--- config.mk ---
export PLATFORM = sky130hd
export DESIGN_NAME = mod_del_ctrl
export DESIGN_NICKNAME = d
export VERILOG_FILES = /design/src/rtl/mod_del_ctrl_pkg.sv /design/src/rtl/mod_del_ctrl_step_div.sv /design/src/rtl/mod_del_ctrl.sv
export SDC_FILE = /design/constraint.sdc
export NUM_CORES = 1
export LEC_CHECK = 0
export ABC_CLOCK_PERIOD_IN_PS = 6400
export CELL_PAD_IN_SITES_DETAIL_PLACEMENT = 1
export CELL_PAD_IN_SITES_GLOBAL_PLACEMENT = 2
export CORE_UTILIZATION = 38
export CTS_BUF_LIST = sky130_fd_sc_hd__clkbuf_4 sky130_fd_sc_hd__clkbuf_8
export CTS_CLUSTER_SIZE = 10
export DETAILED_ROUTE_END_ITERATION = 6
export PLACE_DENSITY_LB_ADDON = 0.1
export SETUP_SLACK_MARGIN = 0.15
export SKIP_LAST_GASP = 1
export SLEW_MARGIN = 20
export SYNTH_ARGS = -nofsm -noshare
export SYNTH_HDL_FRONTEND = slang
export SYNTH_SLANG_ARGS = --single-unit
--- constraint.sdc ---
create_clock -name clk -period 6.4 [get_ports clk]
set_input_delay 1.6 -clock clk [delete_from_list [all_inputs] [get_ports clk]]
set_output_delay 1.6 -clock clk [all_outputs]
set_load 0.1 [all_outputs]
--- src/rtl/mod_del_ctrl_pkg.sv ---
// mod_del_ctrl_pkg: shared dsp types and constants for the modulated delay controller
package mod_del_ctrl_pkg;
  typedef enum logic [1:0] {IDLE, UP, DOWN} state_t;
  localparam int MIN_DEL = 1;
endpackage

--- src/rtl/mod_del_ctrl_step_div.sv ---
// step_div: counts sample strobes and fires a tick every max(rate,1) samples
module step_div #(
  parameter int RATE_WIDTH = 16
) (
  input  logic                  clk,
  input  logic                  rst,
  input  logic                  vld_i,
  input  logic [RATE_WIDTH-1:0] rate,
  input  logic                  clear,
  output logic                  tick
);
  logic [RATE_WIDTH-1:0] cnt, lim;
  always_comb begin
    lim  = (rate == '0) ? '0 : rate - 1'b1;
    tick = vld_i && !clear && cnt == lim;
  end
  always_ff @(posedge clk) begin
    if (rst || clear || tick) cnt <= '0;
    else if (vld_i) cnt <= cnt + 1'b1;
  end
endmodule

--- src/rtl/mod_del_ctrl.sv ---
// mod_del_ctrl: triangle-LFO delay modulator with pending-config handshake
module mod_del_ctrl
  import mod_del_ctrl_pkg::*;
#(
  parameter int DEL_WIDTH  = 9,
  parameter int RATE_WIDTH = 16
) (
  input  logic                  clk,
  input  logic                  rst,
  input  logic                  en,
  input  logic                  vld_i,
  input  logic [DEL_WIDTH-1:0]  cfg_base,
  input  logic [DEL_WIDTH-1:0]  cfg_depth,
  input  logic [RATE_WIDTH-1:0] cfg_rate,
  input  logic                  cfg_vld,
  output logic                  cfg_rdy,
  output logic [DEL_WIDTH-1:0]  del_o,
  output logic                  turn_o
);
  localparam logic [DEL_WIDTH-1:0] DEL_MIN = DEL_WIDTH'(MIN_DEL);
  state_t                state;
  logic [DEL_WIDTH-1:0]  off, base_a, depth_a, base_p, depth_p, del_n;
  logic [RATE_WIDTH-1:0] rate_a, rate_p;
  logic [DEL_WIDTH:0]    sum;
  logic                  pend, tick, clear, apply;
  step_div #(.RATE_WIDTH(RATE_WIDTH)) u_div (
    .clk   (clk),
    .rst   (rst),
    .vld_i (vld_i),
    .rate  (rate_a),
    .clear (clear),
    .tick  (tick)
  );
  assign cfg_rdy = !pend;
  // new config lands only where offset is 0, so offset never exceeds active depth
  always_comb begin
    clear = state == IDLE || !en;
    apply = pend && (state == IDLE || (tick && (state == UP ? depth_a == '0 : off == DEL_WIDTH'(1))));
    sum   = {1'b0, base_a} + {1'b0, off};
    del_n = sum[DEL_WIDTH] ? '1 : (sum[DEL_WIDTH-1:0] < DEL_MIN ? DEL_MIN : sum[DEL_WIDTH-1:0]);
  end
  always_ff @(posedge clk) begin
    if (rst) begin
      state   <= IDLE;
      off     <= '0;
      pend    <= 1'b0;
      base_p  <= '0;
      depth_p <= '0;
      rate_p  <= '0;
      base_a  <= DEL_MIN;
      depth_a <= '0;
      rate_a  <= RATE_WIDTH'(1);
      del_o   <= DEL_MIN;
      turn_o  <= 1'b0;
    end else begin
      turn_o <= 1'b0;
      del_o  <= del_n;
      if (cfg_vld && !pend) begin
        pend    <= 1'b1;
        base_p  <= cfg_base;
        depth_p <= cfg_depth;
        rate_p  <= cfg_rate;
      end
      if (apply) begin
        pend    <= 1'b0;
        base_a  <= base_p;
        depth_a <= depth_p;
        rate_a  <= rate_p;
      end
      if (state == IDLE) begin
        off <= '0;
        if (en) state <= UP;
      end else if (!en) begin
        state <= IDLE;
        off   <= '0;
      end else if (tick) begin
        if (state == UP) begin
          if (depth_a != '0) begin
            off <= off + 1'b1;
            if (off + 1'b1 == depth_a) begin
              state  <= DOWN;
              turn_o <= 1'b1;
            end
          end
        end else begin
          off <= off - 1'b1;
          if (off == DEL_WIDTH'(1)) begin
            state  <= UP;
            turn_o <= 1'b1;
          end
        end
      end
    end
  end
endmodule

==> metrics.csv <==
metric,value,unit
antenna_left,0,
drt-pass1-iter-count,4,
diodes,0,
power.net_switching,0.369,mW
final_nets,742,
cts_setup_buffers,0,
synth-main-ff-cell,dfxtp_1,
dieArea,14700,µm²
cts-buffers-inserted,9,
drive_gt1_share,5.05,%
power-per-cell-area,205,nW/µm²
clkSlewWorstSetupHoldPaths,0.10,ns
crit_fanout,15,
stdcell_area,6190,µm²
yosys.area.top_type,dfxtp_1,
fin_cells,873,
crit_required,6.74,ns
holdBufCountCts,0,
hp-class,flip-flop to flip-flop,
synth_edf_count,0,
synth_compound_area_share,13.9,%
worst_setup_path_end_kind,flip-flop,
post_drt_wl_per_cell,16.3,µm
cts-root-buf,clkbuf_8,
placed_area,6000,µm²
hold_viol_final,0,
grt_pass1_wl,23900,µm
htreeDepth,3,
rows,43,
chipWidth,121,µm
status,completed,
synth_seq_cells,106,
synth_xor_area_share,7.61,%
cts_resized,0,
clock_sinks,106,
ys_async_sr_fraction,0,%
power_frac_seq,54.9,%
grt_max_degree,84,
synthAdderAreaFrac,3.61,%
grt_overflow_total,0,
area_delta_synth_final,14.4,%
place_hpwl,10500,µm
drv_slew,0,
drc,0,
finalCriticalPeriod,4.13,ns
pin_count,50,
dp_slack,1.85,ns
rsz0062_at_grt,false,
crit_type,primary input to flip-flop,
grtUsageTotal,20.7,%
p_int,0.898,mW
die_h,121,µm
max_freq,242,MHz
synth_simple_gate_area_share,25.3,%
tightest_slew,0.970,ns
ir_worst_vdd,0.119,mV
fillers,1713,
globalplace.congestion,0.864,
post-place-cells,857,
setup_viol,0,
period_share,64.6,%
power.leakage,2.48,nW
routed_wl,14200,µm
layout_common_cells,"dfxtp_1 (106), nand2_1 (95), nor2_1 (79), a21oi_1 (67), clkdlybuf4s50_1 (48)",
ys_seq_area_share,39.2,%
drv_cap,0,
clock_skew,0.00973,ns
core,13900,µm²
viasPerCell,5.41,
syn_area_per_cell,8.19,µm²
finalWorstSetupSlack,2.27,ns
drtIter0Drc,211,
cts_tree,yes,
syn_area,5410,µm²
final_common_cell,dfxtp_1,
synthesis.nets,715,
maxSlewHeadroom,35.1,%
synth_top_area_share,39.2,%
synth_area_leaders,"dfxtp_1 (39%), nand2_1 (6.6%), mux2i_1 (6.5%)",
synth_top_family_by_area,simple AND/OR/NAND/NOR gates,
setup_tns,0,ns
syn_inst,661,
critPathArrivalTime,4.47,ns
port_buffers,49,
p_sw_share,29.1,%
ys_types,56,
clock_latency,0.39,ns
dr_total_vias,4723,
cts_buffer_depth,2,
yosys-mux-area-fraction,6.47,%
combPwrFrac,13.2,%
start_util,39.0,%
pwr-share-clk,31.9,%
cp-start-kind,primary input,
grt_pass1_vias,4660,
ys.warnings.count,0,
antenna_found_initial,0,
==> registers in the layout (all words and copies together), names as in the netlist <==
register / cells
del_o: 9
off: 9
state: 2
turn_o: 1
rate_a: 16
u_div.cnt: 16
depth_a: 9
base_a: 9
pend: 1
depth_p: 9
base_p: 9
rate_p: 16
==> final timing paths <==
| check | startpoint | end | slack, ns | cells past startpoint |
|---|---|---|---|---|
| worst min register to register | rate_p[15]$_SDFFE_PP0P_ | rate_p[15]$_SDFFE_PP0P_ | 0.46 | 2 |
| worst max-delay path | vld_i | off[2]$_SDFFE_PP0P_ | 2.27 | 8 |
| worst max register to register | rate_a[8]$_SDFFE_PP0P_ | off[2]$_SDFFE_PP0P_ | 2.39 | 9 |
| worst min-delay path | rate_p[15]$_SDFFE_PP0P_ | rate_p[15]$_SDFFE_PP0P_ | 0.46 | 2 |
==> kinds of logic (layout without fill, tap and decap cells) <==
kind of cell             count (synthesis)  count (layout)
AND/OR/NAND/NOR                        285             285
XOR/XNOR                                47              47
multiplexers                            35              35
adder cells (fa/ha/maj)                 15              15
buffers and inverters                   49              81
AO/OA/AOI/OAI                          124             124
flip-flops                             106             106
==> power by group through the flow <==
stage | sequential [mW] | combinational [mW] | clock, mW
global placement | 0.709 | 0.165 | 0
detailed placement | 0.711 | 0.168 | 0
CTS | 0.695 | 0.169 | 0.420
floorplan | 0.709 | 0.110 | 0
finish | 0.695 | 0.167 | 0.405
global route | 0.699 | 0.184 | 0.450
==> synth_stat cells, types with 8 or more instances <==
cell type,instances
o211ai_1,11
xor2_1,26
mux2i_1,35
dfxtp_1,106
clkbuf_1,28
and3_1,9
a21oi_1,67
xnor2_1,21
or4_1,10
ha_1,14
nand2_1,95
nor2_1,79
nor4_1,14
nor2b_1,9
inv_1,12
nand3_1,17
o21ai_0,14
nor3_1,17
nand2b_1,8
==> stage by stage <==
step / hold WS (ns) / utilization, % / total power [mW]
finish: 0.461 / 44.6 / 1.27
global route: 0.485 / 44.6 / 1.33
CTS: 0.465 / 44.6 / 1.28
detailed placement: 0.449 / 43.3 / 0.879
global placement: 0.446 / 43.3 / 0.874
floorplan: 0.436 / - / 0.819
==> worst max-delay path: stages <==
cell and delay (ns):
clkdlybuf4s50_1 0.61, nand2_1 0.10, a211o_1 0.24, or4_4 0.55
nor4_4 0.37, o211ai_2 0.34, or4_1 0.57, nand2_1 0.08
==> final cells by class <==
cell class | instances | area [µm²] | share of cell area, %
clock inverters | 7 | 60.1 | 0.970
well taps | 180 | 225 | 3.64
inverters | 12 | 45.0 | 0.728
repair buffers | 53 | 515 | 8.33
clock buffers | 9 | 124 | 2.00
flip-flops and latches | 106 | 2120 | 34.3
multi-input cells | 506 | 3100 | 50.0
==> per-layer routing <==
layer	global-route usage [%]	routed length [µm]	up-vias
li1	-	-	2371
met1	29.9	7280	2256
met2	31.0	6180	87
met3	4.61	601	9
met4	4.86	126	0
met5	0	0	-
No activity file was read; power rests on OpenSTA's default activity.
